===== src/rtl/ctrl_packer_if.sv =====
// Handshake bundle between the control unit, ctrl_packer and the dispatch logic.
// The slave modport is the packer's view; master is the surrounding pipeline.
interface ctrl_packer_if #(
    parameter int unsigned DEPTH = 2,
    parameter int unsigned CNT_W = 8
);
    localparam int unsigned OCC_W = $clog2(DEPTH) + 1;

    logic             flush;
    logic             in_valid;
    logic             in_ready;
    logic [15:0]      ctrl_flags;
    logic             out_valid;
    logic             out_ready;
    logic [3:0]       out_opcode;
    logic             out_wb;
    logic             out_err;
    logic [OCC_W-1:0] occupancy;
    logic [CNT_W-1:0] err_count;

    modport slave (
        input  flush, in_valid, ctrl_flags, out_ready,
        output in_ready, out_valid, out_opcode, out_wb, out_err, occupancy, err_count
    );

    modport master (
        output flush, in_valid, ctrl_flags, out_ready,
        input  in_ready, out_valid, out_opcode, out_wb, out_err, occupancy, err_count
    );
endinterface


===== src/rtl/ctrl_packer.sv =====
// Packs a one-hot 16-flag control bundle into a 4-bit opcode entry, checks legality,
// and buffers entries in a small valid/ready FIFO with a saturating illegal-bundle counter.
module ctrl_packer #(
    parameter int unsigned DEPTH = 2,
    parameter int unsigned CNT_W = 8
) (
    input  logic          clk,
    input  logic          reset,
    ctrl_packer_if.slave  bus
);
    localparam int unsigned PTR_W = (DEPTH > 1) ? $clog2(DEPTH) : 1;
    localparam int unsigned OCC_W = $clog2(DEPTH) + 1;
    localparam int unsigned FLG_W = 16;
    localparam int unsigned WB_BIT = 14;

    typedef struct packed {
        logic [3:0] opcode;
        logic       wb;
        logic       err;
    } entry_t;

    entry_t             mem [DEPTH];
    logic [PTR_W-1:0]   wr_ptr;
    logic [PTR_W-1:0]   rd_ptr;
    logic [OCC_W-1:0]   occ;
    logic [CNT_W-1:0]   err_cnt;

    logic [FLG_W-1:0]   ops;
    logic               multi;
    logic               wb;
    logic               need_wb;
    logic [3:0]         opc;
    logic               illegal;
    entry_t             enc;

    logic               full;
    logic               empty;
    logic               in_ready_c;
    logic               push;
    logic               pop;

    // Encoder: op flags with the wb bit masked out, then table lookup.
    always_comb begin
        ops     = bus.ctrl_flags;
        ops[WB_BIT] = 1'b0;
        wb      = bus.ctrl_flags[WB_BIT];
        multi   = (ops & (ops - FLG_W'(1))) != '0;
        opc     = 4'd0;
        need_wb = 1'b0;
        case (ops)
            16'h0001: begin opc = 4'd1;  need_wb = 1'b1; end // add
            16'h0002: begin opc = 4'd2;  need_wb = 1'b1; end // sub
            16'h0004: begin opc = 4'd3;  need_wb = 1'b1; end // mul
            16'h0008: begin opc = 4'd4;  need_wb = 1'b1; end // ld
            16'h0010: begin opc = 4'd5;  need_wb = 1'b0; end // st
            16'h0020: begin opc = 4'd6;  need_wb = 1'b0; end // cmp
            16'h0040: begin opc = 4'd7;  need_wb = 1'b1; end // mov
            16'h0080: begin opc = 4'd8;  need_wb = 1'b1; end // or
            16'h0100: begin opc = 4'd9;  need_wb = 1'b1; end // and
            16'h0200: begin opc = 4'd10; need_wb = 1'b1; end // not
            16'h0400: begin opc = 4'd11; need_wb = 1'b1; end // lsl
            16'h0800: begin opc = 4'd13; need_wb = 1'b1; end // lsr
            16'h1000: begin opc = 4'd14; need_wb = 1'b0; end // beq
            16'h2000: begin opc = 4'd15; need_wb = 1'b0; end // bgt
            16'h8000: begin opc = 4'd12; need_wb = 1'b0; end // ubranch
            default:  begin opc = 4'd0;  need_wb = 1'b0; end // nop or multi-hot
        endcase

        if (multi) begin
            illegal = 1'b1;
        end else begin
            illegal = (wb != need_wb);
        end

        if (illegal) begin
            enc = '{opcode: 4'd0, wb: 1'b0, err: 1'b1};
        end else begin
            enc = '{opcode: opc, wb: wb, err: 1'b0};
        end
    end

    // Handshake: no combinational path from out_ready into in_ready.
    always_comb begin
        full       = (occ == OCC_W'(DEPTH));
        empty      = (occ == '0);
        in_ready_c = !full && !bus.flush;
        push       = bus.in_valid && in_ready_c;
        pop        = !empty && bus.out_ready;
    end

    // Pointers, occupancy and the sticky illegal-bundle counter.
    always_ff @(posedge clk) begin
        if (reset) begin
            wr_ptr  <= '0;
            rd_ptr  <= '0;
            occ     <= '0;
            err_cnt <= '0;
        end else begin
            if (bus.flush) begin
                wr_ptr <= '0;
                rd_ptr <= '0;
                occ    <= '0;
            end else begin
                if (push) begin
                    wr_ptr <= wr_ptr + PTR_W'(1);
                end
                if (pop) begin
                    rd_ptr <= rd_ptr + PTR_W'(1);
                end
                if (push && !pop) begin
                    occ <= occ + OCC_W'(1);
                end else if (pop && !push) begin
                    occ <= occ - OCC_W'(1);
                end
            end
            if (push && enc.err && (err_cnt != '1)) begin
                err_cnt <= err_cnt + CNT_W'(1);
            end
        end
    end

    // Storage needs no reset: the head is masked whenever the FIFO is empty.
    always_ff @(posedge clk) begin
        if (push) begin
            mem[wr_ptr] <= enc;
        end
    end

    entry_t head;
    always_comb begin
        head = '0;
        if (!empty) begin
            head = mem[rd_ptr];
        end
    end

    assign bus.in_ready   = in_ready_c;
    assign bus.out_valid  = !empty;
    assign bus.out_opcode = head.opcode;
    assign bus.out_wb     = head.wb;
    assign bus.out_err    = head.err;
    assign bus.occupancy  = occ;
    assign bus.err_count  = err_cnt;

endmodule


===== src/flat_wrapper.sv =====
// flat-port wrapper written by rule: the top's interface ports become plain ports
module ctrl_packer_flat 
#(
    parameter int unsigned DEPTH = 2,
    parameter int unsigned CNT_W = 8
)
  (clk, reset, bus_flush, bus_in_valid, bus_ctrl_flags, bus_out_ready, bus_in_ready, bus_out_valid, bus_out_opcode, bus_out_wb, bus_out_err, bus_occupancy, bus_err_count);
  ctrl_packer_if #(.DEPTH(DEPTH), .CNT_W(CNT_W)) bus_i ();
  input  logic clk;
  input  logic reset;
  input wire logic [$bits(bus_i.flush)-1:0] bus_flush;
  input wire logic [$bits(bus_i.in_valid)-1:0] bus_in_valid;
  input wire logic [$bits(bus_i.ctrl_flags)-1:0] bus_ctrl_flags;
  input wire logic [$bits(bus_i.out_ready)-1:0] bus_out_ready;
  output wire logic [$bits(bus_i.in_ready)-1:0] bus_in_ready;
  output wire logic [$bits(bus_i.out_valid)-1:0] bus_out_valid;
  output wire logic [$bits(bus_i.out_opcode)-1:0] bus_out_opcode;
  output wire logic [$bits(bus_i.out_wb)-1:0] bus_out_wb;
  output wire logic [$bits(bus_i.out_err)-1:0] bus_out_err;
  output wire logic [$bits(bus_i.occupancy)-1:0] bus_occupancy;
  output wire logic [$bits(bus_i.err_count)-1:0] bus_err_count;
  assign bus_i.flush = bus_flush;
  assign bus_i.in_valid = bus_in_valid;
  assign bus_i.ctrl_flags = bus_ctrl_flags;
  assign bus_i.out_ready = bus_out_ready;
  assign bus_in_ready = bus_i.in_ready;
  assign bus_out_valid = bus_i.out_valid;
  assign bus_out_opcode = bus_i.out_opcode;
  assign bus_out_wb = bus_i.out_wb;
  assign bus_out_err = bus_i.out_err;
  assign bus_occupancy = bus_i.occupancy;
  assign bus_err_count = bus_i.err_count;
  ctrl_packer #(.DEPTH(DEPTH), .CNT_W(CNT_W)) u_core (.clk(clk), .reset(reset), .bus(bus_i));
endmodule

===== config.mk =====
export PLATFORM = sky130hd
export DESIGN_NAME = ctrl_packer_flat
export DESIGN_NICKNAME = d
export VERILOG_FILES = /design/src/rtl/ctrl_packer_if.sv /design/src/rtl/ctrl_packer.sv /design/src/flat_wrapper.sv
export SDC_FILE = /design/constraint.sdc
export NUM_CORES = 1
export LEC_CHECK = 0
export ABC_AREA = 1
export CORE_MARGIN = 2
export CORE_UTILIZATION = 56
export CTS_BUF_LIST = sky130_fd_sc_hd__clkbuf_8
export DETAILED_ROUTE_END_ITERATION = 6
export PLACE_DENSITY = 0.91
export SYNTH_ARGS = -nofsm -noshare
export SYNTH_HDL_FRONTEND = slang
export SYNTH_SLANG_ARGS = --single-unit

===== constraint.sdc =====
create_clock -name clk -period 4.85 [get_ports clk]
set_input_delay 0.97 -clock clk [delete_from_list [all_inputs] [get_ports clk]]
set_output_delay 0.97 -clock clk [all_outputs]
set_load 0.01 [all_outputs]

---- Word-level counts from Yosys, hierarchy flattened ----
Memory sizes are Yosys's and may differ from the RTL's. A register that Yosys moved wholly into a read port is not among the register bits.
Index checks and enable logic that the tools add are counted.
word-level totals
  memories kept ........................... 1
  register bits ........................... 12
  latch bits .............................. 0
  bits in read-only memories .............. 0
  memory bits (writable) .................. 12
  input bits .............................. 21
memories
  name        depth  bits a word  read ports  clocked after memory_dff  write ports  line               source
  u_core.mem  2      6            1           1                         1            ctrl_packer.sv:22  entry_t mem [DEPTH];
cells by class
  reductions and logical operators ........ 17
  $lt $le $gt $ge ......................... 0
  multipliers ............................. 0
  bitwise gates (word level) .............. 1
  multiplexer cells ....................... 11
  div/mod/pow operators ................... 0
  equal/unequal tests ..................... 18
  $add $sub $neg .......................... 6
  shift operators ......................... 0
operators with widths
  cell                   number
  $pmux 4 s15            1
  $and 16x16->16         1
  $reduce_bool 16->1     1
  $sub 16x1->16 const B  1
  $eq 15x1->1 const B    1
  $eq 15x10->1 const B   1
  $eq 15x11->1 const B   1
  $eq 15x12->1 const B   1
  $eq 15x13->1 const B   1
  $eq 15x14->1 const B   1
  $eq 15x15->1 const B   1
  $eq 15x2->1 const B    1
  $eq 15x3->1 const B    1
  $eq 15x4->1 const B    1
  $eq 15x5->1 const B    1
  $eq 15x6->1 const B    1
  $eq 15x7->1 const B    1
  $eq 15x8->1 const B    1
  $eq 15x9->1 const B    1
  $mux 6                 2
  $reduce_or 10->1       1
  $add 8x1->8 const B    1
  $ne 8x8->1 const B     1
  $logic_and 1x1->1      7
  11 further kinds       22

---- Longest topological paths before layout ----
  depth after elaboration ................. 8
  depth in mapped cells ................... 15
  gate-level depth less buffers ........... 15

---- Worst setup path before layout ----
Ideal clock, no wire load.
  path type ............................... input to register
  start point ............................. in bus_flush
  end point ............................... reg u_core.occ[1] (netlist: u_core.bus.occupancy[1])
  buffers on the path ..................... 1
  library setup time ...................... 114 ps
  arrival ................................. 2,400 ps
  stages on the path ...................... 9
  slack ................................... 2,336 ps
  cell sequence ........................... a21oi_1 nand2_1 inv_1 clkbuf_1 ha_1 a21oi_1 o21ai_0 xor2_1 nor2_1
on the way
  cells in the longest elaborated chain, start to end .. 6
ends and longest elaborated chain
  element                             line                source
  start, declared                     flat_wrapper.sv:11  input wire logic [$bits(bus_i.flush)-1:0] bus_flush;
  $logic_not 1->1 *                   ctrl_packer.sv:86   in_ready_c = !full && !bus.flush;
  $logic_and 1x1->1 *                 ctrl_packer.sv:86
  $logic_and 1x1->1 *                 ctrl_packer.sv:87   push = bus.in_valid && in_ready_c;
  net u_core.push                     ctrl_packer.sv:39   logic push;
  $logic_not 1->1                     ctrl_packer.sv:112  end else if (pop && !push) begin
  $logic_and 1x1->1                   ctrl_packer.sv:112
  $reduce_bool 2->1 (no source line)  -
  end signal, assigned                ctrl_packer.sv:111  occ <= occ + OCC_W'(1);
  end signal, assigned                ctrl_packer.sv:113  occ <= occ - OCC_W'(1);
  end, declared                       ctrl_packer.sv:25   logic [OCC_W-1:0] occ;
Mark *: on every way through the listed nets, which the timed path passes. The rest lies on a longest branch.
A chain may end at the register's enable or synchronous reset.

---- Worst setup path in the final report ----
  start point ............................. in bus_flush
  end point ............................... out bus_in_ready
on the way
  cells in the longest elaborated chain, start to end .. 2
ends and longest elaborated chain
  element            line                source
  $logic_not 1->1    ctrl_packer.sv:86
  $logic_and 1x1->1  ctrl_packer.sv:86
  end, declared      flat_wrapper.sv:15  output wire logic [$bits(bus_i.in_ready)-1:0] bus_in_ready;
No other way between the ends.

==> impl_metrics.tcl <==
set metrics [dict create \
    cts_tree "yes" \
    final_nets 333 \
    cp_num_buf_inv 2 \
    grt_pass1_wl_um 6210 \
    clock_skew_ps 7.13 \
    holdPathStages 2 \
    rsz0062_at_grt "false" \
    cp_cell_sequence "clkdlybuf4s50_1 > a21oi_1 > clkdlybuf4s50_1" \
    cts.reportedPaths.clkPinSlew_ps 90 \
    syn_avg_cell_area_sq_um 6.65 \
    relSlewSlack_pct 60.5 \
    coreArea_sq_um 3050 \
    antenna_left 0 \
    fin_area_sq_um 2260 \
    clockRootBuffer "clkbuf_8" \
    yosysWarningCount 0 \
    wl_um 3850 \
    p_per_area_nw_per_um2 207 \
    io_buffer_count 38 \
    grt.overflow.total 0 \
    rr_worst_depth 9 \
    syn_inst 269 \
    ff2ff_setup_slack_ps 2820 \
    fin_crit_sh_pct 64.5 \
    drv_cap 0 \
    fp.dieH_um 60.5 \
    rows 20 \
    drtIter0Drc 47 \
    num_vias 1765 \
    dieArea_sq_um 3660 \
    min_to "u_core.rd_ptr" \
    hp-class "flop to flop" \
    clock_path_buffers 2 \
    slew_viol_final 0 \
    grt_pass1_vias 1485 \
    routed-wl-met2_um 1920 \
    required_ps 3880 \
    area_growth_pct 26.2 \
    io_pins 39 \
    period_needed_ps 3130 \
    total_leakage_power_nw 1.02 \
    wl_met3_um 130 \
    holdBufCountCts 0 \
    crit_arrival_ps 2160 \
    final_cell_mix "nand2_1, inv_1, nor2_1, clkdlybuf4s50_1, nand3_1" \
    dr.pass1.iters 4 \
    drcViolationCount 0 \
    insertion_delay_ps 280 \
    peakVddDrop_mv 0.165 \
    wl_per_cell_um 10.9 \
    synthTopCellsByArea "edfxtp_1, nand2_1, dfxtp_1" \
    critPathMostFrequentCell "clkdlybuf4s50_1" \
    outcome "complete, no violations" \
    gp_congestion 0.893 \
    yosys.area.top_type "edfxtp_1" \
    worst_pin_slew_ps 590 \
    fmax_mhz 319 \
    setup_viol 0 \
    grtUsageTotal_pct 22.2 \
    syn-num-nets 292 \
    htreeDepth 1 \
    dpl_cell_area_sq_um 2210 \
    highest_layer "met4" \
    grt_max_degree 17 \
    drive_above_1_share_pct 7.12 \
    synth_seq_cells 25 \
    endpoint_kind "output port" \
    synth-seq-area-share_pct 34.7 \
    clock_sinks 25 \
    antenna_cells 0 \
    syn_area_sq_um 1790 \
    synth_cell_types 28 \
    netlist.area_leader.share_pct 20.2 \
    dp.final_hpwl_um 3070 \
    cts_setup_buffers 0 \
    start_util_pct 58.6 \
    cts_resized 0 \
    fin_util_pct 73.9 \
    vias_per_cell 5.00 \
    critPathTopFamily "buffers and inverters" \
    worst_path_max_delay_cell "clkdlybuf4s50_1" \
    fin_setup_tns_ps 0 \
    slowest_delay_ps 580 \
    start_kind "primary input" \
    wl_met1_um 1750 \
    antenna_found_initial 0 \
    rr_startpoint "u_core.bus.occupancy[0]" \
    r2r-end "u_core.bus.occupancy[1]" \
    cts_buffers 3 \
    hold_violations 0 \
    min-delay-start "u_core.rd_ptr" \
    critical_path_class "primary input to output port" \
    critPathMaxFanout 2 \
    mostFrequentLayoutCell "nand2_1" \
    dieWidth_um 60.5 \
]
report_power, final:
group | internal, mW | total [mW] | switching (mW)
clock | 0.0588 | 0.130 | 0.0711
combinational | 0.0496 | 0.103 | 0.0533
sequential | 0.228 | 0.234 | 0.00640
Yosys cell counts:
cell	n
dfxtp_1	13
nand3_2	1
ha_1	2
nor2_2	4
nand4_1	6
edfxtp_1	12
o21ai_0	4
nand2_2	3
a21oi_1	13
inv_1	43
xnor2_1	1
nor4_1	2
nor2_4	6
nand2_1	71
and2_1	2
clkbuf_1	1
nand2_4	2
nor4b_1	1
xor2_1	4
nor2_1	40
nor3b_1	1
nand3b_1	4
o21bai_1	1
nand3_1	22
a211oi_1	1
nor3_1	6
or2_2	2
buf_6	1
per-layer routing:
metal	global-route usage (%)	vias to the layer above
li1	-	933
met4	7.45	0
met2	39.6	32
met1	28.3	795
met3	1.92	5
met5	0	-
tightest hold or removal path: cells and delay by family (launching register included):
family          cells  cell delay (ps)
simple gates        1               90
flops               1              330
compound gates      1               70
how the worst max path moves through the flow:
stage / to / cells past startpoint / startpoint
final: bus_in_ready / 3 / bus_flush
after global routing: bus_in_ready / 3 / bus_flush
after CTS: bus_in_ready / 3 / bus_flush
after detailed placement: bus_in_ready / 3 / bus_flush
after global placement: bus_in_ready / 3 / bus_flush
after floorplan: u_core.bus.occupancy[1] / 9 / bus_flush
layout make-up:
cell class / count / area (sq um)
clock buffer: 3 / 41.3
clock inverter: 1 / 6.26
fill: 250 / 797
inverter: 43 / 161
multi-input combinational: 199 / 991
sequential: 25 / 621
tap: 44 / 55.1
timing repair buffer: 38 / 380
flip-flops by register name, summed over array words and instances (netlist names), named ones only:
signal                cells
u_core.mem               12
u_core.bus.err_count      8
u_core.bus.occupancy      2
u_core.rd_ptr             1
u_core.wr_ptr             1
through the flow:
step           setup WS, ps  power [mW]  hold slack [ps]  std cells
3_5_place_dp           1780       0.342              520        349
5_1_grt                1680       0.488              575        353
3_3_place_gp           1790       0.338              470        349
6_report               1720       0.467              526        353
2_1_floorplan          2340       0.291              459        269
4_1_cts                1740       0.468              534        353
cells by family (layout without fill, tap and decap cells):
logic type,count (synthesis),count (layout),synth area share (%)
flops,25,25,34.7
buf+inv,45,85,9.87
xor+xnor,5,5,2.45
simple gates,173,173,46.0
compound gates,19,19,5.60
fa+ha+maj,2,2,1.40
No activity file was read; power rests on OpenSTA's default activity.
==> patch 1: new RTL, config.mk and constraints unchanged <==
`DEPTH` is set to 2 in 3 places; all go to 8.
--- a/src/rtl/ctrl_packer_if.sv
+++ b/src/rtl/ctrl_packer_if.sv
@@ -1,7 +1,7 @@
 // Handshake bundle between the control unit, ctrl_packer and the dispatch logic.
 // The slave modport is the packer's view; master is the surrounding pipeline.
 interface ctrl_packer_if #(
-    parameter int unsigned DEPTH = 2,
+    parameter int unsigned DEPTH = 8,
     parameter int unsigned CNT_W = 8
 );
     localparam int unsigned OCC_W = $clog2(DEPTH) + 1;
--- a/src/rtl/ctrl_packer.sv
+++ b/src/rtl/ctrl_packer.sv
@@ -1,7 +1,7 @@
 // Packs a one-hot 16-flag control bundle into a 4-bit opcode entry, checks legality,
 // and buffers entries in a small valid/ready FIFO with a saturating illegal-bundle counter.
 module ctrl_packer #(
-    parameter int unsigned DEPTH = 2,
+    parameter int unsigned DEPTH = 8,
     parameter int unsigned CNT_W = 8
 ) (
     input  logic          clk,
--- a/src/flat_wrapper.sv
+++ b/src/flat_wrapper.sv
@@ -1,7 +1,7 @@
 // flat-port wrapper written by rule: the top's interface ports become plain ports
 module ctrl_packer_flat 
 #(
-    parameter int unsigned DEPTH = 2,
+    parameter int unsigned DEPTH = 8,
     parameter int unsigned CNT_W = 8
 )
   (clk, reset, bus_flush, bus_in_valid, bus_ctrl_flags, bus_out_ready, bus_in_ready, bus_out_valid, bus_out_opcode, bus_out_wb, bus_out_err, bus_occupancy, bus_err_count);
Ports: changed (resized bus_occupancy); port bits go from 39 to 41. The function was not compared with the original's and may differ.
==> patch 1 against the original RTL <==
Die area increased by 95%. Via count increased by 76%. Total power rose to 2.8 times the old value. Sequential cell count rose by 44. Core utilization decreased by 6.2 points. Wire length up 110%. Critical path depth rose by 10. Area after synthesis rose by 100%. Sequential share of layout area grew 16 points. Non-clock buffer count is 3 higher. Final area rose by 89%. Global-route usage is 1.2 points higher. Cell count grew 59%. Largest cell class is now flip-flops and latches. Setup slack worse by 0.53 ns. Highest routed layer unchanged.
==> patch 1: results (changes against the original RTL) <==
Drt
  – Final WL: 7970 µm (+110%)
  – DR vias/cell: 5.54 (+11%)
  – DRT iter0 DRCs: 266 (+470%)
  – Routed wire per std cell: 14.2 µm (+30%)
  – DR pass1 iterations: 4 (unchanged)

Critical path
  – Worst EP arrival: 3.95 ns (+1.79 ns)
  – CP max FO: 16 (+14)
  – Critical Path End Type: flop
  – FF-to-FF path depth: 13 (+4)
  – Crit Reg-Reg Endpoint: u_core.bus.occupancy[3]$_SDFFE_PP0P_
  – R2R Setup Slk: 1.72 ns (-1.10 ns)

Place
  – HPWL after detailed placement: 5560 µm (+81%)
  – Count of input and output buffers: 40 (+5.3%)
  – DP Area: 4080 µm² (+85%)
  – Pre-CTS setup slack: 0.913 ns (-0.869 ns)

Clocking
  – H-tree Lvls: 3 (+2)
  – Clk Latency, worst-skew pair: 0.34 ns (+0.06 ns)
  – CTS Buf Count: 9 (+6)

Pwr
  – Internal cell power: 954 µW (+180%)
  – Worst vdd ir: 273 µV (+65%)
  – Leakage: 1.74 nW (+70%)

Finish
  – Flip-flop count of the largest register after layout: 48 (+36)
  – Layout cells sized above 1: 0.0702 (-0.000949)
  – Nets@finish: 507 (+52%)

Min path
  – Worst Hold Path EP: u_core.wr_ptr[0]$_SDFFE_PP0P_
  – Worst min-delay path startpoint: u_core.wr_ptr[0]$_SDFFE_PP0P_

Global route
  – Vias in the first global route: 2989 (+100%)
  – First-pass GRT wire length: 13300 µm (+110%)
  – GRT Util Overall: 0.234 (+0.0117)

Outcome
  – Status: completed

Logic synthesis
  – Yosys cell types: 33 (+18%)
  – Avg Inst Size Synth: 8.30 µm² (+25%)
  – Syn_nets: 465 (+59%)
  – Primary FF master, synth: edfxtp_1
  – EDFF count, synth: 48 (+36)
  – Ranking of synthesized cells by area: edfxtp_1 (40%), dfxtp_1 (12%), nor2_1 (9.0%), nand2_1 (7.1%), inv_1 (6.1%)
  – Synth cell count leaders: nor2_1 (87), nand2_1 (69), inv_1 (59), edfxtp_1 (48), o21ai_0 (36)

STA
  – Final Skew: 0.0102 ns (+0.00303 ns)
  – Slew margin rel.: 0.556 (-0.0488)
-- patch 1: cell types whose count changed after synthesis, moves of 8 or more --
| cell | delta |
|---|---|
| dfxtp_1 | +8 |
| edfxtp_1 | +36 |
| inv_1 | +16 |
| nor2_1 | +47 |
| o21ai_0 | +32 |
-- patch 1: metal layers --
metal  share of wire  track usage  up-vias
li1                -            -     1549
met3           0.045       0.0364       25
met4           0.026        0.105        0
met2            0.51        0.407      101
met5               0            0        -
met1            0.41        0.287     1433
-- patch 1: critical path, cell delays in order --
cell,delay (ns)
clkdlybuf4s50_1,0.43
a31oi_1,0.26
nand2_1,0.21
inv_1,0.40
ha_1,0.28
inv_1,0.10
ha_1,0.32
and3_1,0.20
a211oi_1,0.23
o21ai_0,0.12
a21o_1,0.18
a21oi_1,0.12
o21a_1,0.12
-- patch 1: worst max-delay path by stage --
stage,startpoint,endpoint,slack [ns],cells past startpoint
2_1_floorplan,bus_flush,u_core.bus.occupancy[3]$_SDFFE_PP0P_,1.56,13
3_3_place_gp,bus_flush,u_core.bus.occupancy[3]$_SDFFE_PP0P_,1.10,13
3_5_place_dp,bus_flush,u_core.bus.occupancy[3]$_SDFFE_PP0P_,0.91,13
4_1_cts,flop,bus_out_opcode[3],1.23,7
5_1_grt,bus_flush,u_core.bus.occupancy[3]$_SDFFE_PP0P_,0.97,13
6_report,bus_flush,u_core.bus.occupancy[3]$_SDFFE_PP0P_,1.19,13
-- patch 1: logic make-up (layout without fill, tap and decap cells) --
logic type               count (synthesis)  count (layout)  share of synthesized area
flip-flops                              69              69                      0.513
buffers and inverters                   69             116                     0.0738
AND/OR/NAND/NOR                        223             223                      0.279
XOR/XNOR                                 3               3                    0.00725
AO/OA/AOI/OAI                           66              66                     0.0997
adder cells (fa/ha/maj)                  7               7                     0.0262
-- patch 1: final cells by class --
cell class | instances | area (µm²)
multi-input cells | 299 | 1500
fillers | 503 | 2040
clock buffers | 9 | 124
clock inverters | 7 | 65.1
repair buffers | 41 | 408
well taps | 77 | 96.3
flip-flops and latches | 69 | 1860
inverters | 59 | 221
-- patch 1: power by group through the flow --
| stage | Sequential (mW) | Combinational, mW | Clock, mW |
|---|---|---|---|
| floorplan | 0.656 | 0.103 | 0 |
| global placement | 0.655 | 0.183 | 0 |
| detailed placement | 0.655 | 0.190 | 0 |
| CTS | 0.642 | 0.192 | 0.456 |
| global route | 0.644 | 0.211 | 0.485 |
| finish | 0.643 | 0.192 | 0.451 |
==> patch 2: new RTL, same settings <==
Made on the original files. Put a register stage on the output `bus.out_err`. The value now appears one clock later.
--- a/src/rtl/ctrl_packer.sv
+++ b/src/rtl/ctrl_packer.sv
@@ -138,7 +138,9 @@
     assign bus.out_valid  = !empty;
     assign bus.out_opcode = head.opcode;
     assign bus.out_wb     = head.wb;
-    assign bus.out_err    = head.err;
+    always_ff @(posedge clk) begin
+        bus.out_err <= head.err;
+    end
     assign bus.occupancy  = occ;
     assign bus.err_count  = err_cnt;
 
Behaviour: not the same (a bounded check fails within 4 cycles, from zero or initial values and one cycle with reset high).
==> patch 2 against the original RTL <==
Total power is 9.4% higher. First-iteration DRC count is 83% higher. Via count up 9.0%. Setup slack better by 0.059 ns. Wire length increased by 10%. Sequential cell count up 1. Area after synthesis is 8.4% higher. Final area is 7.8% higher. Largest power group unchanged. Highest routed layer unchanged.
==> patch 2: results (changes against the original RTL) <==
Finish
  – Fill cell count: 299 (+20%)
  – Nets@finish: 346 (+3.9%)
  – Layout cells sized above 1: 0.109 (+0.0375)
  – Finished Layout Cells: 368 (+4.2%)

Place
  – DP Area: 2360 µm² (+6.9%)
  – Inst Count DP: 364 (+4.3%)
  – HPWL after detailed placement: 3360 µm (+9.2%)
  – Final RePlAce weighted congestion: 0.864 (-3.2%)

Logic synthesis
  – Syn_nets: 305 (+4.5%)
  – Syn. warnings: 0 (unchanged)
  – Yosys cell types: 31 (+11%)
  – Register area share after synthesis: 0.331 (-0.0166)
  – Synth cell count leaders: nand2_1 (69), nor2_1 (45), inv_1 (38), nand3_1 (25)
  – Avg Inst Size Synth: 6.87 µm² (+3.4%)

Global route
  – GRT Util Overall: 0.227 (+0.00567)
  – Vias in the first global route: 1799 (+21%)
  – First-pass GRT wire length: 7330 µm (+18%)
  – Largest net degree at the start of global routing: 16 (-1)

Outcome
  – Status: completed

Critical path
  – FF-to-FF path depth: 11 (+2)
  – FF-to-FF Start: u_core.bus.err_count[0]$_SDFFE_PP0P_
  – R2R Setup Slk: 2.93 ns (+0.11 ns)
  – Worst EP arrival: 2.10 ns (-0.06 ns)
  – Crit Reg-Reg Endpoint: u_core.bus.err_count[7]$_SDFFE_PP0P_
  – Max stage delay on crit path: 0.56 ns (-0.02 ns)

Pwr
  – Total Power: 511 µW (+9.4%)
  – Leakage: 1.11 nW (+9.0%)
  – Worst vdd ir: 203 µV (+23%)

Min path
  – HP Class: reg2reg

Drt
  – DRT iter0 DRCs: 86 (+83%)
  – DR pass1 iterations: 4 (unchanged)
  – DR vias/cell: 5.23 (+4.5%)

STA
  – Final Skew: 0.00520 ns (-0.00193 ns)
## patch 2: kinds of logic after synthesis
group / count (synthesis) / synth area share
simple gates: 182 / 0.473
buf+inv: 42 / 0.0859
compound gates: 27 / 0.0846
flops: 26 / 0.331
xor+xnor: 3 / 0.0136
fa+ha+maj: 2 / 0.0129
## patch 2: power by group
group / leakage, nW / total [mW] / switching, mW / internal (mW)
logic: 0.856 / 0.0970 / 0.0535 / 0.0435
registers: 0.222 / 0.239 / 0.00440 / 0.234
clock network: 0.0357 / 0.175 / 0.0649 / 0.110
total: 1.11 / 0.511 / 0.123 / 0.388
## patch 2: worst min-delay path: stages (launching register included)
cell	delay (ns)
dfxtp_1	0.32
nand2_1	0.08
a21oi_1	0.06
## patch 2: area by class of cell
| type | instances | area, µm² | area share |
|---|---|---|---|
| tap | 46 | 57.6 | 0.0237 |
| clock inverter | 1 | 30.0 | 0.0124 |
| clock buffer | 3 | 41.3 | 0.0170 |
| timing repair buffer | 38 | 380 | 0.156 |
| inverter | 40 | 150 | 0.0618 |
| multi-input combinational | 214 | 1130 | 0.465 |
| sequential | 26 | 641 | 0.264 |
## patch 2: through the flow
stage	setup WS, ns	hold WS [ns]
2_1_floorplan	2.45	0.459
3_3_place_gp	1.79	0.471
3_5_place_dp	1.77	0.500
4_1_cts	1.77	0.513
5_1_grt	1.69	0.539
6_report	1.78	0.503
## patch 2: worst max path at each step
stage,slack [ns],to,cells past startpoint
detailed placement,1.77,bus_in_ready,3
floorplan,2.45,u_core.mem[0][2]$_DFFE_PP_,12
finish,1.78,bus_in_ready,3
CTS,1.77,bus_in_ready,3
global placement,1.79,bus_in_ready,3
global route,1.69,bus_in_ready,3
## patch 2: layer usage
layer	track usage	wire, µm
met1	0.284	1970
met2	0.402	2060
met3	0.0324	164
met4	0.0750	57
met5	0	0
